File: src/rtl/uart_tx_core.sv
// uart_tx_core: UART transmitter that serialises one byte per frame as
// start bit, 8 data bits LSB first, even/odd parity bit and stop bit.
// A baud counter divides the clock into bit periods of DIVISOR cycles.
module uart_tx_core #(
   parameter int DIVISOR = 16
) (
   input  logic       clk,
   input  logic       rst,
   input  logic [7:0] tx_data,
   input  logic       wr_enable,
   input  logic       oddeven,
   output logic       tx_out,
   output logic       tx_busy,
   output logic       baud_tick
);

   localparam int CNT_W = (DIVISOR > 1) ? $clog2(DIVISOR) : 1;
   localparam logic [CNT_W-1:0] CNT_MAX = CNT_W'(DIVISOR - 1);

   typedef enum logic [2:0] {
      IDLE,
      START,
      DATA,
      PARITY,
      STOP
   } state_t;

   state_t           state_q, state_d;
   logic [CNT_W-1:0] cnt_q, cnt_d;
   logic [2:0]       bitIdx_q, bitIdx_d;
   logic [7:0]       shreg_q, shreg_d;
   logic             parity_q, parity_d;
   logic             txOut_q, txOut_d;
   logic             parityBit;
   logic             tick;

   // Even parity makes the total count of ones even; odd parity inverts it.
   assign parityBit = oddeven ? ~(^tx_data) : (^tx_data);

   // The tick marks the final clock of every bit period while a frame runs.
   assign tick = (state_q != IDLE) && (cnt_q == CNT_MAX);

   assign tx_out    = txOut_q;
   assign tx_busy   = (state_q != IDLE);
   assign baud_tick = tick;

   // Next-state logic: accept a byte in IDLE, then step through the frame one
   // bit per tick. The counter free-runs only while a frame is in progress.
   always_comb begin
      state_d  = state_q;
      cnt_d    = cnt_q;
      bitIdx_d = bitIdx_q;
      shreg_d  = shreg_q;
      parity_d = parity_q;

      if (state_q != IDLE) begin
         cnt_d = tick ? '0 : cnt_q + 1'b1;
      end

      unique case (state_q)
         IDLE: begin
            if (wr_enable) begin
               shreg_d  = tx_data;
               parity_d = parityBit;
               bitIdx_d = '0;
               cnt_d    = '0;
               state_d  = START;
            end
         end
         START: begin
            if (tick) state_d = DATA;
         end
         DATA: begin
            if (tick) begin
               if (bitIdx_q == 3'd7) state_d = PARITY;
               else                  bitIdx_d = bitIdx_q + 3'd1;
            end
         end
         PARITY: begin
            if (tick) state_d = STOP;
         end
         STOP: begin
            if (tick) state_d = IDLE;
         end
         default: state_d = IDLE;
      endcase
   end

   // The line level is computed from the upcoming state so that it can be
   // registered and still change on the same edge as the state.
   always_comb begin
      txOut_d = 1'b1;
      unique case (state_d)
         IDLE:    txOut_d = 1'b1;
         START:   txOut_d = 1'b0;
         DATA:    txOut_d = shreg_d[bitIdx_d];
         PARITY:  txOut_d = parity_d;
         STOP:    txOut_d = 1'b1;
         default: txOut_d = 1'b1;
      endcase
   end

   // State registers; reset abandons any partial frame and idles the line high.
   always_ff @(posedge clk) begin
      if (rst) begin
         state_q  <= IDLE;
         cnt_q    <= '0;
         bitIdx_q <= '0;
         shreg_q  <= '0;
         parity_q <= 1'b0;
         txOut_q  <= 1'b1;
      end else begin
         state_q  <= state_d;
         cnt_q    <= cnt_d;
         bitIdx_q <= bitIdx_d;
         shreg_q  <= shreg_d;
         parity_q <= parity_d;
         txOut_q  <= txOut_d;
      end
   end

endmodule

File: config.mk
export PLATFORM = sky130hd
export DESIGN_NAME = uart_tx_core
export DESIGN_NICKNAME = d
export VERILOG_FILES = /design/src/rtl/uart_tx_core.sv
export SDC_FILE = /design/constraint.sdc
export NUM_CORES = 1
export LEC_CHECK = 0
export ABC_AREA = 1
export CAP_MARGIN = 20
export CORE_MARGIN = 2
export CORE_UTILIZATION = 40
export CTS_CLUSTER_DIAMETER = 80
export CTS_CLUSTER_SIZE = 12
export DETAILED_ROUTE_END_ITERATION = 6
export DONT_BUFFER_PORTS = 1
export PLACE_DENSITY = 0.57
export SLEW_MARGIN = 20
export SYNTH_ARGS = -nofsm -noshare
export SYNTH_HDL_FRONTEND = slang
export SYNTH_SLANG_ARGS = --single-unit
File: constraint.sdc
create_clock -name clk -period 1.9 [get_ports clk]
set_clock_uncertainty 0.15 [all_clocks]
set_input_delay 0.19 -clock clk [delete_from_list [all_inputs] [get_ports clk]]
set_output_delay 0.19 -clock clk [all_outputs]
set_load 0.05 [all_outputs]
# [Yosys cells after proc, flatten, opt, wreduce, memory -nomap -nowiden]
# Cells that the tools add are included.
[word_totals] regBits=20 in_bits=12
[classes] order_cmp=1 bitwise_logic=1 eq_ne=9 n_mux=23 addsub=2 reduce_logical=4
[ops] operator="two-way mux 3 bit" count=9
[ops] operator="two-way mux 4 bit" count=4
[ops] operator="two-way mux 8 bit" count=2
[ops] operator="case mux 3 bit (5 select lines)" count=1
[ops] operator="equality test 3 x 2 -> 1 bit (second input constant)" count=4
[ops] operator="XOR reduction 8 bit" count=1
[ops] operator="equality test 3 x 1 -> 1 bit (second input constant)" count=2
[ops] operator="equality test 3 bit (second input constant)" count=2
[ops] operator="case mux 3 bit (2 select lines)" count=1
[ops] operator="adder 4 x 1 -> 4 bit (second input constant)" count=1
[ops] operator="equality test 4 bit (second input constant)" count=1
[ops] operator="less-than comparator 3 x 4 -> 1 bit (second input constant)" count=1
[ops] operator="two-way mux 1 bit" count=4
[ops] operator="adder 3 x 1 -> 3 bit (second input constant)" count=1
[ops] operator="binary-select mux 1 bit (select 3 bit)" count=1
[ops] operator="logical NOT 3 bit" count=1
[ops] operator="case mux 1 bit (3 select lines)" count=1
[ops] operator="nonzero test 3 bit" count=1
[ops] operator="logical AND 1 bit" count=1
[ops] operator="NOT 1 bit" count=1

# [Logic depth before layout (Yosys ltp)]
[logic_depth] depth_word=7 depth_mapped=14 ltp_nobuf=14

# [Least setup slack after synthesis]
# No wires, ideal clock.
[synth_timing] path_kind="flip-flop to flip-flop" start="register cnt_q[0]" end="register txOut_q (netlist: tx_out)" arrival_time_ns=1.521 slack_ns=0.115 period_less_slack_ns=1.785 n_path_buf=0 setup_time_ns=0.113 stages_incl_launch_ff=14 cell_sequence="dfxtp_1 ha_1 nand2_1 nor2_4 nand2_4 clkinv_2 nand2_1 nand3_1 nand2_1 inv_1 nand3_1 nand3_1 nand3_1 nand2_1"
[synth_between] elab_chain_len=7 word_cells_on_any_way=15 classes_between="eq/ne (4); mux (10); reduce/logical (1)"
[synth_lines] item="start: declaration" line_no="29" rtl="logic [CNT_W-1:0] cnt_q, cnt_d;"
[synth_lines] item="start signal: assignment" line_no="114" rtl="cnt_q <= cnt_d;"
[synth_lines] item="equality test 4 bit *" line_no="41" rtl="assign tick = (state_q != IDLE) && (cnt_q == CNT_MAX);"
[synth_lines] item="logical AND 1 bit *" line_no="41"
[synth_lines] item="via baud_tick" line_no="14" rtl="output logic baud_tick"
[synth_lines] item="two-way mux 3 bit" line_no="74" rtl="if (tick) begin"
[synth_lines] item="case mux 3 bit (2 select lines)" line_no="60" rtl="unique case (state_q)"
[synth_lines] item="binary-select mux 1 bit (select 3 bit)" line_no="96" rtl="DATA: txOut_d = shreg_d[bitIdx_d];"
[synth_lines] item="two-way mux 1 bit (implied by the code)" line_no="96"
[synth_lines] item="case mux 1 bit (3 select lines) *" line_no="93" rtl="unique case (state_d)"
[synth_lines] item="end signal: assignment" line_no="118" rtl="txOut_q <= txOut_d;"
[synth_lines] item="end: declaration" line_no="33" rtl="logic txOut_q, txOut_d;"
# Mark *: on every way through the listed nets, which the timed path passes. The rest lies on a longest branch. The select of a mux whose other input is x is not followed.
# A chain may end at the register's enable or synchronous reset.

# [Worst setup path in the final report]
[layout_timing] start="register state_q[2]" end="register cnt_q[1]"
[layout_between] elab_chain_len=6 word_cells_on_any_way=7 classes_between="mux (4); reduce/logical (3)"
[layout_lines] item="start: declaration" line_no="28" rtl="state_t state_q, state_d;"
[layout_lines] item="start signal: assignment" line_no="113" rtl="state_q <= state_d;"
[layout_lines] item="nonzero test 3 bit" line_no="41, 56"
[layout_lines] item="logical AND 1 bit" line_no="41"
[layout_lines] item="two-way mux 4 bit" line_no="57" rtl="cnt_d = tick ? '0 : cnt_q + 1'b1;"
[layout_lines] item="two-way mux 4 bit" line_no="56" rtl="if (state_q != IDLE) begin"
[layout_lines] item="two-way mux 4 bit" line_no="62" rtl="if (wr_enable) begin"
[layout_lines] item="two-way mux 4 bit *" line_no="60"
# Mark *: on every way between the ends. The rest lies on a longest branch, timed or not.

==> key figures <==
Cells and area
  – Layout Nets: roughly 210
  – Share of cells above drive strength 1: 18.2%
  – Post-Layout Cell Count: approximately 220
  – Area Overhead vs Synth: 22.5%
  – ANT cells: 0

Placed design
  – Dpl hpwl: 1890 um
  – GP Congestion: 0.809
  – PortBufs: 0
  – Placed Instances: about 200

STA
  – Worst Tran Pin Value: between 0.7 and 0.8 ns
  – RSZ-0062 raised after global routing: false
  – Setup_tns: 0 ns
  – Final period util: between 90% and 100%
  – Fmax: roughly 560 MHz
  – Minimum clock period: between 1.5 and 2 ns
  – Fin. Hold Viols: 0
  – Final Max Tran Viols: 0
  – Final setup vio count: 0
  – Max-slew headroom: between 40% and 50%

Logic synthesis
  – Distinct cell type count after synthesis: 28
  – Avg Cell Area, Syn: approximately 7 sq um
  – Synth Warn #: 0
  – Syn Nets: around 190
  – Yosys top cell by area: dfxtp_1
  – Area contributors post-synth: dfxtp_1 34%, nand2_1 12%, nand3_1 8.9%
  – Cells after synthesis: around 170
  – Post-synth top area share: ~34%
  – Most common cell in the synthesized netlist: nand2_1
  – Post-Syn Area: 0.00118 sq mm
  – Post-synthesis register bit count: 20
  – EDFF count, synth: 0
  – Fraction of registers with async set/reset: 0%
  – Ys flop type: dfxtp_1
  – Sequential element share of the synthesized area: 34.0%
  – Post-synth top cells: 39 x nand2_1, 22 x inv_1, 21 x nand3_1, 20 x dfxtp_1, 18 x nor2_1

Die
  – Die H: 58.3 um
  – FP Rows: 19
  – Initial Util: 42.3%
  – Boundary pin count: 15
  – Die Wd: about 58 um
  – Core Footprint: between 0.002 and 0.003 sq mm
  – Die area: 0.00339 sq mm

Global route
  – Largest net degree at the start of global routing: 21
  – Total grt overflow: 0
  – Overall routing resource usage: around 16%
  – First-pass GRT wire length: ~4300 um
  – Vias in the first global route: 1053
  – Antenna violations before repair: 0

Worst setup path
  – Max FO, Critical Path: 5
  – Startpoint Class: register
  – Crit Path Category: reg -> reg
  – Crit path DAT: between 1.5 and 2 ns
  – Required time of the worst setup path: ~2.0 ns
  – CP Capture Type: register

Power
  – Switch share: 28.2%
  – Net Switching: 252 uW
  – Worst VDD drop: 0.396 mV
  – Combinational share of power: between 20% and 30%
  – Internal power: 640 uW
  – Sequential power share: 51.4%
  – Clock power share: between 20% and 30%
  – Power Density: slightly above 600 mW/mm^2
  – Leakage Power: 0.664 nW

Clock tree
  – TritonCTS Sinks: 20
  – CTS buffer count: 3
  – H-tree depth: 1
  – Root Driver: clkbuf_4
  – CTS tree: built
  – Clk_lat worst skew: around 0.30 ns
  – Worst-path clk slew: 0.12 ns
  – Clk buf depth: 2

Detailed routing
  – Vias per inst: just over 5
  – Drt first pass iters: 4
  – Avg WL per Cell: 11.8 um
  – DRT iter0 DRCs: 42
  – Final WL: approximately 2600 um
  – Routed Antenna Nets: 0
  – DRC viols: 0
  – Vias: between 1000 and 1500

Flow run
  – Max Cap Viol: 0

Hold path
  – Worst hold path type: in -> reg

Run status
  – Status: completed
[worst max-delay path: stages (launching register included)]
cell           delay, ns
dfxtp_1             0.43
nor2_4              0.06
nand2_4             0.10
buf_4               0.23
nand2_1             0.07
a21oi_1             0.13
dlygate4sd3_1       0.56
[metrics by stage]
stage                     setup WS [ns]  instance area [sq um]  utilization, %  power [mW]  hold WS (ns)
after floorplan                   0.115                   1180               -       0.595         0.131
after global placement           0.0526                   1210            43.6       0.616         0.114
after detailed placement        0.00914                   1210            43.6       0.617         0.116
after CTS                        0.0370                   1340            48.1       0.884       0.00140
after global routing            0.00445                   1440            51.9       0.944         0.164
final                             0.122                   1440            51.9       0.892         0.134
[metal layers]
| layer | up-vias | routed length, um | GRT usage, % |
|---|---|---|---|
| li1 | 595 | - | - |
| met1 | 512 | 1140 | 17.6 |
| met2 | 17 | 1360 | 31.8 |
| met3 | 4 | 105 | 2.68 |
| met4 | 0 | 21 | 5.98 |
| met5 | - | 0 | 0 |
[state kept, by name (all words and copies together) (netlist names)]
| name | flops |
|---|---|
| shreg_q | 8 |
| cnt_q | 4 |
| bitIdx_q | 3 |
| state_q | 3 |
| parity_q | 1 |
| tx_out | 1 |
[path summary, 6_finish.rpt]
check,startpoint,endpoint,slack (ns),depth (start not counted)
max,state_q[2],cnt_q[1],0.12,6
min reg2reg,shreg_q[4],shreg_q[4],0.38,2
min,wr_enable,shreg_q[5],0.13,3
max reg2reg,state_q[2],cnt_q[1],0.12,6
[power by group through the flow]
stage               clock network (mW)  registers, mW  logic (mW)
floorplan                            0          0.465       0.130
global placement                     0          0.467       0.149
detailed placement                   0          0.468       0.150
CTS                              0.256          0.458       0.171
global route                     0.270          0.460       0.214
finish                           0.247          0.458       0.187
[kinds of logic (layout without fill, tap and decap cells)]
family	count (synthesis)	in the layout	share of synthesized area [%]
compound gates	20	20	9.25
xor+xnor	7	7	5.21
fa+ha+maj	2	2	2.13
buf+inv	27	46	9.35
flops	20	20	34.0
simple gates	97	97	40.1
[cell usage in the layout, fill, tap and decap left out, drive strengths merged, types with 2 or more instances in the layout]
cell type / n
nand2: 45
inv: 23
nand3: 22
nor2: 22
dfxtp: 20
o21ai: 12
dlygate4sd3: 10
buf: 7
a21oi: 6
xnor2: 4
or2: 4
clkbuf: 4
xor2: 3
ha: 2
[timing repair]
action | in CTS | in global routing
setup buffers | 0 | 5
hold endpoints to repair | 20 | 2
endpoints found under the setup margin | 1 | 3
hold buffers | 9 | 2
gates cloned | 0 | 0
gates resized for setup | 1 | 17
pin swaps | 0 | 3
[final cells by class]
class	instances	area [sq um]
tap	31	38.8
sequential	20	409
inverter	24	91.3
timing repair buffer	18	165
clock buffer	4	36.3
fill	276	1340
multi-input combinational	126	702
Power figures use the tool's default switching activity.
